<file path="src/rtl/calc_pkg.sv">
// Shared sizing constants for the eight-way dispatch demux.
// Pure constants; no logic and no latency.
// No flow control here; consumers of these constants define backpressure.
package calc_pkg;

  localparam int WIDTH  = 32;
  localparam int NUM_CH = 8;
  localparam int SEL_W  = 3;
  localparam int CNT_W  = 16;

endpackage

</file>
<file path="src/rtl/demux_slot.sv">
// Single-entry holding register for one output channel (full flag plus data).
// Latency 1: a word loaded on one edge is presented on valid/data after that edge.
// Backpressure: holds its word while ready is low; a drain and a load in the same cycle chain with no bubble.
module demux_slot #(
  parameter int WIDTH = calc_pkg::WIDTH
) (
  input  logic             clk,
  input  logic             rst_n,
  input  logic             flush,
  input  logic             load,
  input  logic [WIDTH-1:0] din,
  input  logic             ready,
  output logic             full,
  output logic [WIDTH-1:0] dout
);

  logic             full_q;
  logic [WIDTH-1:0] data_q;

  // A load wins over a drain so a consumer taking the word while a new one arrives sees no gap.
  // Data is zeroed whenever the slot empties so the output slice reads zero when idle.
  always_ff @(posedge clk or negedge rst_n) begin
    if (!rst_n) begin
      full_q <= 1'b0;
      data_q <= '0;
    end else if (flush) begin
      full_q <= 1'b0;
      data_q <= '0;
    end else if (load) begin
      full_q <= 1'b1;
      data_q <= din;
    end else if (full_q && ready) begin
      full_q <= 1'b0;
      data_q <= '0;
    end
  end

  assign full = full_q;
  assign dout = data_q;

endmodule

</file>
<file path="src/rtl/dispatch_demux8.sv">
// Routes each accepted input word to one of NUM_CH single-entry output slots chosen by selector.
// Latency 1: an accepted word appears on its channel after the next rising edge; outputs are registered.
// Backpressure: in_ready drops when the selected slot is full and its consumer is not draining it, or during flush.
module dispatch_demux8 import calc_pkg::*; #(
  parameter int WIDTH  = calc_pkg::WIDTH,
  parameter int NUM_CH = calc_pkg::NUM_CH
) (
  input  logic                       clk,
  input  logic                       rst_n,
  input  logic [calc_pkg::SEL_W-1:0] selector,
  input  logic [WIDTH-1:0]           in_data,
  input  logic                       in_valid,
  output logic                       in_ready,
  input  logic                       flush,
  output logic [NUM_CH*WIDTH-1:0]    data_out,
  output logic [NUM_CH-1:0]          valid_out,
  input  logic [NUM_CH-1:0]          ready_in,
  output logic                       busy,
  output logic [15:0]                dispatch_cnt
);

  logic [NUM_CH-1:0] full;
  logic [NUM_CH-1:0] load;
  logic              accept;
  logic [15:0]       cnt_q;

  // Selected slot can take a word if empty or if its current word leaves this same cycle.
  always_comb begin
    in_ready = !flush && (!full[selector] || ready_in[selector]);
    accept   = in_valid && in_ready;
  end

  genvar i;
  generate
    for (i = 0; i < NUM_CH; i++) begin : g_slot
      // One-hot decode of the selector gated by a successful handshake.
      assign load[i] = accept && (selector == calc_pkg::SEL_W'(i));

      demux_slot #(
        .WIDTH (WIDTH)
      ) u_slot (
        .clk   (clk),
        .rst_n (rst_n),
        .flush (flush),
        .load  (load[i]),
        .din   (in_data),
        .ready (ready_in[i]),
        .full  (full[i]),
        .dout  (data_out[i*WIDTH +: WIDTH])
      );
    end
  endgenerate

  // Count accepted words; free-running wrap, untouched by flush.
  always_ff @(posedge clk or negedge rst_n) begin
    if (!rst_n) begin
      cnt_q <= '0;
    end else if (accept) begin
      cnt_q <= cnt_q + 16'd1;
    end
  end

  assign valid_out    = full;
  assign busy         = |full;
  assign dispatch_cnt = cnt_q;

endmodule

</file>
<file path="config.mk">
export PLATFORM = sky130hd
export DESIGN_NAME = dispatch_demux8
export DESIGN_NICKNAME = d
export VERILOG_FILES = /design/src/rtl/calc_pkg.sv /design/src/rtl/demux_slot.sv /design/src/rtl/dispatch_demux8.sv
export SDC_FILE = /design/constraint.sdc
export NUM_CORES = 1
export LEC_CHECK = 0
export ABC_CLOCK_PERIOD_IN_PS = 1700
export BUFFER_PORTS_ARGS = -buffer_cell sky130_fd_sc_hd__buf_4
export CAP_MARGIN = 5
export CELL_PAD_IN_SITES_DETAIL_PLACEMENT = 1
export CELL_PAD_IN_SITES_GLOBAL_PLACEMENT = 2
export CORE_ASPECT_RATIO = 1.25
export CORE_UTILIZATION = 28
export DETAILED_ROUTE_END_ITERATION = 7
export PLACE_DENSITY_LB_ADDON = 0.1
export SETUP_SLACK_MARGIN = 0.1
export SLEW_MARGIN = 25
export SYNTH_ARGS = -nofsm -noshare
export SYNTH_HDL_FRONTEND = slang
export SYNTH_SLANG_ARGS = --single-unit
</file>
<file path="constraint.sdc">
create_clock -name clk -period 1.7 [get_ports clk]
set_input_delay 0.34 -clock clk [delete_from_list [all_inputs] [get_ports clk]]
set_output_delay 0.34 -clock clk [all_outputs]
set_load 0.01 [all_outputs]
</file>
==> flow_summary.toml <==
[cts]
clkSlewWorstSetupHoldPaths_ns = 0.06
cts_buffers = 34
clock-root-buffer = "clkbuf_16"
cts_buffer_depth = 3
clkLatencyLatePin_ns = 0.52
cts.sinks = 280
cts_tree = "yes"
cts_max_level = 2

[setup_path]
path_cells = "mux2_4 > a41o_1 > buf_4 > buf_6 > or4b_4 > buf_4 > mux2_4"
path_class = "register to register"
timing.rr.start = "g_slot[7].u_slot.full$_DFFE_PN0P_"
r2r_setup_slack_ns = -0.51
cp.arrival_ns = 2.60
critPathBufInv = 3
worstPathMaxFanout = 4
cp_top_family = "multiplexers"
crit_required_ns = 2.10
crit_path_start_kind = "register"
startpoint = "g_slot[7].u_slot.full$_DFFE_PN0P_"
r2r_cells = 7
crit_path_max_incr_delay_ns = 0.53
r2r-end = "dispatch_cnt[1]$_DFFE_PN0P_"
worst_path_max_delay_cell = "or4b_4"
cp-endpoint = "dispatch_cnt[1]$_DFFE_PN0P_"
endpoint_kind = "register"
cp.depth = 7

[logic_synthesis]
yosys_most_used_dff = "dfrtp_1"
synth_edf_count = 0
synthTopCellsByArea = "dfrtp_1, nand2_1, o21ai_0"
ys_top_cells_by_count = "nand2_1, dfrtp_1, o21ai_0"
synth_top_area_cell = "dfrtp_1"
async_flop_share_pct = 100.0
synth_top_area_share_pct = 61.03
synth_nets = 1294
ys_types = 35
synth-seq-cells = 280
ys_seq_area_share_pct = 61.03
syn_inst = 1246
avgSynthCellArea_um2 = 9.214
synth_warnings = 0
synth.most_common_cell = "nand2_1"
netlist_area_um2 = 11480

[finish]
fillerInstances = 4465
final_nets = 1720
drive_above_1_share_pct = 47.32
seq_area_um2 = 7007
multi_input_area_um2 = 4971
final_util_pct = 47.84
area_growth_pct = 67.58
n_antenna_cell = 0

[die]
core.rowCount = 82
die-area_um2 = 41820
start_util_pct = 28.55
boundaryPins = 329
core_area_um2 = 40220
die_h_um = 228.4
die_w_um = 183.1

[global_route]
grt_pass1_vias = 11250
track_usage_pct = 23.89
antenna_found_initial = 0
grt_max_degree = 60
grt_pass1_wl_um = 74180
grt-ovfl-total = 0

[run_status]
status = "complete, but fails checks"
violations = "negative setup slack"

[timing]
layout_setup_ws_ns = -0.5051
period_needed_ns = 2.205
timing.hold.ws_ns = 0.1216
setup_viol = 156
grt_setup_unrepaired = "yes"
post-route-period-util_pct = 129.7
clock_skew_ns = 0.01096
drv_slew = 0
hold_viol = 0
worst_slew_pin_slew_ns = 0.4402
worst_slew_margin_rel_pct = 70.65
tns_ns = -36.17
max_freq_mhz = 453.5

[power]
power.leakage_uw = 0.009561
power_frac_seq_pct = 41.7
power_per_cell_area_nw_per_um2 = 880.3
switching_share_pct = 25.77
switchingPower_uw = 4365
p_int_uw = 12570
peakVddDrop_v = 0.0005571
comb_power_share_pct = 12.8
clkPwrFrac_pct = 45.5

[placed_design]
port_buffers = 328
post-dp-hpwl_um = 31280
gp_congestion = 0.7992
place_ws_ns = -0.3832

[drt]
wl_per_cell_um = 24.57
wl_um = 55100
drt_iter0_markers = 432
drtPass1Iterations = 4
final_antenna_net_count = 0
dr_total_vias = 10820
vias_per_cell = 4.823
drt_drc_violations_left = 0

[worst_hold_path]
hold_class = "input port to register"

[run]
maxCapViolCount = 0
through the flow:
| step | instances | cell area [µm²] | total power [µW] |
|---|---|---|---|
| after detailed placement | 2086 | 15090 | 8902 |
| after global routing | 2243 | 19240 | 17530 |
| after floorplan | 1246 | 11650 | 7792 |
| after CTS | 2198 | 17700 | 16890 |
| after global placement | 2086 | 15090 | 8876 |
| final | 2243 | 19240 | 16940 |
power by group through the flow:
stage	sequential, µW	combinational [µW]	clock [µW]
after CTS	7060	1940	7900
after global routing	7080	2320	8130
after detailed placement	7180	1730	0
after global placement	7170	1710	0
after floorplan	7260	536	0
final	7060	2170	7700
cell usage in the layout, fill, tap and decap left out, types with 8 or more instances in the layout:
master and count:
a22o_1 18, a21oi_4 8, buf_8 8, dfrtp_1 280, buf_4 381, nand2_2 73, buf_12 41, nand2_4 39
buf_6 41, o21ai_0 47, xor2_1 12, clkbuf_16 56, o21ai_1 82, buf_16 22, nand3_1 39, o21ai_2 79
clkbuf_8 15, nand2_1 370
kinds of logic (layout without fill, tap and decap cells):
logic type                 count (synthesis)  count (layout)  share of synthesized area, %
buffers and inverters                    131             582                         5.656
DFF                                      280             280                         61.03
adders and majority gates                  1               1                        0.1090
xor gates and xnor gates                  15              15                         1.144
muxes                                      3               3                        0.3160
and+or+nand+nor                          571             571                         20.24
AOI/OAI and AO/OA                        245             245                         11.51
worst min-delay path, stage by stage:
cell and delay, ns:
buf_4 0.17, nand2_4 0.06, o21ai_2 0.04
repair_timing:
action / 4_1_cts / 5_1_grt
cloned: 21 / 27
resized for setup: 234 / 285
pin swaps: 86 / 71
endpoints found under the hold margin: 119 / 0
buffers inserted: 30 / 23
hold buffers: 1 / 0
setup endpoints to repair: 182 / 216
area by class of cell:
type | instances | area share, %
flip-flops and latches | 280 | 36.42
repair buffers | 513 | 27.83
multi-input cells | 835 | 25.84
clock buffers | 58 | 6.002
well taps | 546 | 3.551
clock inverters | 3 | 0.2081
inverters | 8 | 0.1561
metal layers:
layer,wire [µm],global-route usage [%]
met1,22270,29.33
met5,0,0
met3,2877,5.131
met2,28090,41.40
met4,1861,7.656
worst min-delay path by stage:
stage               slack (ns)         from                               endpoint  cells past startpoint
CTS                        0.1  in_data[12]  g_slot[0].u_slot.dout[12]$_DFFE_PN0P_                      3
finish                    0.12  in_data[13]  g_slot[1].u_slot.dout[13]$_DFFE_PN0P_                      3
global route              0.12  in_data[13]  g_slot[1].u_slot.dout[13]$_DFFE_PN0P_                      3
global placement          0.21        rst_n  g_slot[1].u_slot.dout[28]$_DFFE_PN0P_                      1
detailed placement        0.21        rst_n  g_slot[1].u_slot.dout[25]$_DFFE_PN0P_                      1
floorplan                 0.04        rst_n            dispatch_cnt[0]$_DFFE_PN0P_                      0
sequential cells by signal, indices dropped and copies added, names as in the netlist:
name                flops
dispatch_cnt           16
g_slot.u_slot.dout    256
g_slot.u_slot.full      8
Note: power is estimated with default switching activity, not from simulation.
